**src/rtl/wb_regfile_pkg.sv**
```systemverilog
// Shared CPU definitions for the writeback stage and register file.
// Optional feature macro used by the register file: WB_BYPASS_EN.
package wb_regfile_pkg;

   localparam int XLEN     = 32;
   localparam int REG_NUM  = 32;
   localparam int AW       = $clog2(REG_NUM);
   localparam int CNT_W    = 32;
   localparam int REG_ZERO = 0;

endpackage

```
**src/rtl/wb_regfile_wb_mux.sv**
```systemverilog
// Writeback value select: pc_plus4 beats mem_rdata beats alu_result.
module wb_mux #(
   parameter int XLEN = wb_regfile_pkg::XLEN
) (
   input  logic            mem_to_reg,
   input  logic            pc_to_reg,
   input  logic [XLEN-1:0] alu_result,
   input  logic [XLEN-1:0] mem_rdata,
   input  logic [XLEN-1:0] pc_plus4,
   output logic [XLEN-1:0] wb_data
);

   // Priority select of the writeback value.
   always_comb begin
      // NOTE: the default assignment first means every path drives wb_data, so no latch is inferred.
      wb_data = alu_result;
      if (pc_to_reg) begin
         wb_data = pc_plus4;
      end else if (mem_to_reg) begin
         wb_data = mem_rdata;
      end
   end

endmodule

```
**src/rtl/wb_regfile.sv**
```systemverilog
// Writeback stage plus architectural register file with two combinational
// read ports and a wrapping committed-write counter.
// Optional feature macro: WB_BYPASS_EN (write-through on same-cycle read/write).
module wb_regfile #(
   parameter int XLEN    = wb_regfile_pkg::XLEN,
   parameter int REG_NUM = wb_regfile_pkg::REG_NUM,
   parameter int AW      = wb_regfile_pkg::AW,
   parameter int CNT_W   = wb_regfile_pkg::CNT_W
) (
   input  logic             clk,
   input  logic             rst,
   input  logic             enable,
   input  logic             mem_to_reg,
   input  logic             pc_to_reg,
   input  logic             reg_write,
   input  logic [AW-1:0]    rd_addr,
   input  logic [XLEN-1:0]  alu_result,
   input  logic [XLEN-1:0]  mem_rdata,
   input  logic [XLEN-1:0]  pc_plus4,
   input  logic [AW-1:0]    rs1_addr,
   input  logic [AW-1:0]    rs2_addr,
   output logic [XLEN-1:0]  rs1_data,
   output logic [XLEN-1:0]  rs2_data,
   output logic [XLEN-1:0]  wb_data,
   output logic             wb_commit,
   output logic [CNT_W-1:0] wr_count
);

   import wb_regfile_pkg::*;

   localparam logic [AW-1:0] ZERO_ADDR = AW'(REG_ZERO);

   logic [XLEN-1:0] regs [REG_NUM];

   wb_mux #(.XLEN(XLEN)) u_wb_mux (
      .mem_to_reg (mem_to_reg),
      .pc_to_reg  (pc_to_reg),
      .alu_result (alu_result),
      .mem_rdata  (mem_rdata),
      .pc_plus4   (pc_plus4),
      .wb_data    (wb_data)
   );

   // A commit needs the stage enabled, a write request, a nonzero target and no reset.
   assign wb_commit = enable & reg_write & (rd_addr != ZERO_ADDR) & ~rst;

   // Register array: cleared by reset, written on commit.
   always_ff @(posedge clk) begin
      if (rst) begin
         // NOTE: the array is reset because software relies on all registers reading 0 after reset;
         // this keeps it in flops rather than a RAM macro.
         for (int i = 0; i < REG_NUM; i++) begin
            regs[i] <= '0;
         end
      end else if (wb_commit) begin
         // NOTE: state is updated with <= so every read in this cycle sees the pre-edge value.
         regs[rd_addr] <= wb_data;
      end
   end

   // Committed-write counter; wraps naturally at 2^CNT_W.
   always_ff @(posedge clk) begin
      if (rst) begin
         wr_count <= '0;
      end else if (wb_commit) begin
         wr_count <= wr_count + CNT_W'(1);
      end
   end

   // Read ports: register 0 reads zero; optional write-through of the value being committed.
   always_comb begin
      rs1_data = (rs1_addr == ZERO_ADDR) ? '0 : regs[rs1_addr];
      rs2_data = (rs2_addr == ZERO_ADDR) ? '0 : regs[rs2_addr];
`ifdef WB_BYPASS_EN
      if (wb_commit && (rs1_addr == rd_addr)) begin
         rs1_data = wb_data;
      end
      if (wb_commit && (rs2_addr == rd_addr)) begin
         rs2_data = wb_data;
      end
`else
      // Without write-through the new value appears from the next cycle; forwarding covers the gap.
`endif
   end

endmodule

```
**config.mk**
```make
export PLATFORM = sky130hd
export DESIGN_NAME = wb_regfile
export DESIGN_NICKNAME = d
export VERILOG_FILES = /design/src/rtl/wb_regfile_pkg.sv /design/src/rtl/wb_regfile_wb_mux.sv /design/src/rtl/wb_regfile.sv
export SDC_FILE = /design/constraint.sdc
export NUM_CORES = 2
export LEC_CHECK = 0
export CAP_MARGIN = 25
export CORE_ASPECT_RATIO = 1.2
export CORE_MARGIN = 3
export CORE_UTILIZATION = 38
export DETAILED_ROUTE_END_ITERATION = 8
export PLACE_DENSITY = 0.63
export SLEW_MARGIN = 40
export SYNTH_ARGS = -nofsm -noshare
export SYNTH_HDL_FRONTEND = slang
export SYNTH_SLANG_ARGS = --single-unit
```
**constraint.sdc**
```tcl
create_clock -name clk -period 2.6 [get_ports clk]
set_input_delay 0.39 -clock clk [delete_from_list [all_inputs] [get_ports clk]]
set_output_delay 0.39 -clock clk [all_outputs]
set_load 0.02 [all_outputs]
```
==> results by group <==
Global route
  – GRT Overall Usage: 24.93%
  – Initial antenna violation count: 6
  – Pin count of the biggest net entering global routing: 96
  – First-pass GRT wire length: 265200 um
  – Total gr overflow: 0
  – Vias in the first global route: 38100

Setup path
  – Reg-to-reg startpoint: wr_count[11]
  – Startpoint Class: flip-flop
  – Largest stage delay, worst path: 0.47 ns
  – CP max stage cell: mux4_2
  – Crit path DAT: 2.67 ns
  – CP Max Fanout: 2
  – Class of the most critical setup path: flip-flop to primary output
  – CP Launch Point: regs[25][28]
  – CP Cell Sequence: mux4_2 > mux2i_1 > buf_4 > nor2_2 > a221oi_4 > buf_6 > a221oi_4 > buf_6
  – RR Endpoint: wr_count[29]
  – CP Data Required Time: 2.21 ns
  – Worst reg2reg path depth: 5
  – Setup crit end kind: primary output
  – Setup crit end: rs1_data[28]
  – Flop2flop setup slack: 0.44 ns

Floorplanning
  – Die Wd: 350.8 um
  – FP Rows: 151
  – Die height: 419.8 um
  – Initial core utilization: 38.32%
  – Full die area: 0.1473 mm2
  – Core Box Area: 0.1415 mm2
  – # IOs: 246

Routing
  – Vias per std cell: 6.043
  – Routed via count: 37650
  – DRC violations left: 0
  – Met2 WL post-DR: 92320 um
  – Drt pass-1 iters: 5
  – Drt total wl: 184800 um
  – Met3 wire len: 19260 um
  – Wl on met1: 65940 um
  – Starting DRC count in detailed routing: 4859
  – Post-route ant nets: 0
  – Routed len/inst: 29.67 um
  – Top Layer Used: met4

Pwr
  – Comb pwr share: 17.1%
  – Worst vdd rail ir drop: 0.5270 mV
  – Leakage power figure: 24.53 nW
  – Power per cell area: 631.0 mW/mm2
  – Cell internal pwr: 32.29 mW
  – Sw Share: 26.04%
  – Switching power: 11.37 mW
  – Reg power frac: 45.7%
  – Clock Power Share: 37.2%

Logic synthesis
  – Post-synth EDFFs: 1024
  – Top-area cell type share of the netlist area: 56.71%
  – Cell area after synthesis: 0.05423 mm2
  – Synth unique cells: 50
  – Area share of and/or/nand/nor cells after synthesis: 9.414%
  – Largest family of logic cells by synthesized area: multiplexers
  – Top cells by area, synth: edfxtp_1, mux4_2, nor2_1
  – Mux cell area share after synthesis: 25.47%
  – Compound-Gate Fraction of Synth Area: 3.440%
  – Seq/Total Area, Yosys: 57.89%
  – Post-Synth XOR/XNOR Area: 0.3553%
  – Post-synthesis adder-cell area fraction: 0.02307%
  – Synth area leader: edfxtp_1
  – Synth Register Bits: 1056
  – Syn_area_per_cell: 14.30 um2
  – Cells after synthesis: 3793
  – Ys Warns: 0
  – Asr flop ratio synth: 0%
  – Post-synth top flop: edfxtp_1

Status
  – Failing checks: setup timing
  – Outcome: complete, but fails checks

Finish
  – Commonest non-fill, non-tap cell in the layout: nor2_1
  – Share of cells above drive strength 1: 37.51%
  – Final Instance Area: 0.06918 mm2
  – Core Util, Final: 48.89%
  – Most frequent cells in the layout: nor2_1, edfxtp_1, mux4_2
  – Area added between synthesis and finish: 27.58%
  – Nets: 4416

Clock tree
  – Root Driver: clkbuf_16
  – Clock transition at path regs: 0.06 ns
  – CTS max path bufs: 3
  – CTS tree: yes
  – Sink Count: 1056
  – Hold-fix buffers, CTS: 0
  – Clock buffer count from CTS: 109
  – H-tree depth: 3
  – Clock Latency Late Sink: 0.73 ns

Flow run
  – # Max-Cap Violations: 0

Placed design
  – Post-placement cell area: 0.06331 mm2
  – HPWL Detailed: 126800 um
  – PortBufs: 245
  – RePlAce Congestion: 0.8887

Min path
  – Min-delay src: rst
  – Tightest Hold Check Type: input port to flip-flop

STA
  – Final period util: 117.6%
  – Post-layout min period: 3.057 ns
  – Maximum clock rate: 0.3271 GHz
  – Worst slew margin: 44.18%
  – Final Skew: 0.007921 ns
  – Final hold vios: 0
  – Final setup viols: 64
  – Max Slew Vio Count: 0
  – Unrepaired setup endpoints after global routing: true
  – Actual slew at the worst max-slew pin: 0.8354 ns
  – Final worst setup slack: -0.4570 ns
## flip-flops by register name, indices dropped and copies added, names as in the netlist
signal / count
regs: 1024
wr_count: 32
## power by group through the flow
stage                     combinational (mW)  sequential, mW  clock (mW)
after floorplan                         3.50            20.1           0
after global placement                  6.58            20.2           0
after detailed placement                6.62            20.3           0
after CTS                               7.16            19.9        16.4
after global routing                    7.74            20.0        17.1
final                                   7.45            20.0        16.2
## Yosys cell counts, drive strengths merged, types with 3 or more instances
cell type	instances
inv	35
dfxtp	32
xnor2	11
nand4	10
o21ai	30
clkbuf	274
mux2	23
or3	6
nand2b	32
nor3	9
a211oi	3
edfxtp	1024
nor2	1118
and2	6
a21oi	86
and3	4
or2	3
buf	126
nand2	34
mux2i	202
and4	5
xor2	11
nor2b	8
nor4	9
a221oi	105
a21o	41
mux4	512
nand3	24
## what timing repair did
| action | 4_1_cts | 5_1_grt |
|---|---|---|
| buffers inserted | 5 | 11 |
| resized for setup | 455 | 128 |
| pin swaps | 55 | 58 |
| cloned | 0 | 1 |
| endpoints found under the setup margin | 64 | 66 |
| endpoints found under the hold margin | 0 | 0 |
## layout make-up
cell class / count / area [um2]
inverter: 35 / 131.4
antenna: 3 / 7.507
multi-input combinational: 2333 / 23530
sequential: 1056 / 31390
clock inverter: 67 / 795.8
timing repair buffer: 763 / 8178
clock buffer: 137 / 2854
fill: 11750 / 72330
tap: 1836 / 2297
## how the worst min path moves through the flow
stage	end	slack, ns	depth (start not counted)
floorplan	wr_count[25]	0.56	1
global placement	wr_count[6]	0.50	2
detailed placement	wr_count[25]	0.52	1
CTS	wr_count[12]	0.18	3
global route	wr_count[15]	0.19	3
finish	wr_count[30]	0.16	3
## logic make-up (layout without fill, tap and decap cells)
| kind of cell | Yosys count | in the layout |
|---|---|---|
| multiplexers | 737 | 737 |
| AO/OA/AOI/OAI | 269 | 269 |
| adder cells (fa/ha/maj) | 1 | 1 |
| other | 1 | 35 |
| buffers and inverters | 435 | 1002 |
| flip-flops | 1056 | 1056 |
| AND/OR/NAND/NOR | 1272 | 1272 |
| XOR/XNOR | 22 | 22 |
## routing by layer
metal / global-route usage, % / vias to the layer above
li1: - / 15490
met1: 31.67 / 19400
met2: 42.20 / 2363
met3: 4.615 / 395
met4: 9.919 / 0
met5: 0 / -
## critical path: cells and delay by family, from the launching register on
| family | cells | cell delay, ns |
|---|---|---|
| muxes | 2 | 0.61 |
| buffers and inverters | 3 | 0.49 |
| DFF | 1 | 0.39 |
| AOI/OAI and AO/OA | 2 | 0.39 |
| and+or+nand+nor | 1 | 0.05 |
## stage by stage
step                      worst slack, ns  cells  total power, mW  hold slack (ns)  TNS (ns)
after floorplan                   0.04890   3824            23.63           0.5635         0
after global placement            -0.9773   6027            26.82           0.5021    -33.22
after detailed placement          -0.9442   6027            26.93           0.5191    -33.28
after CTS                         -0.5264   6217            43.53           0.1770    -21.91
after global routing              -0.5587   6227            44.87           0.1889    -23.63
final                             -0.4570   6230            43.65           0.1598    -18.35
Note: power is estimated with default switching activity, not from simulation.
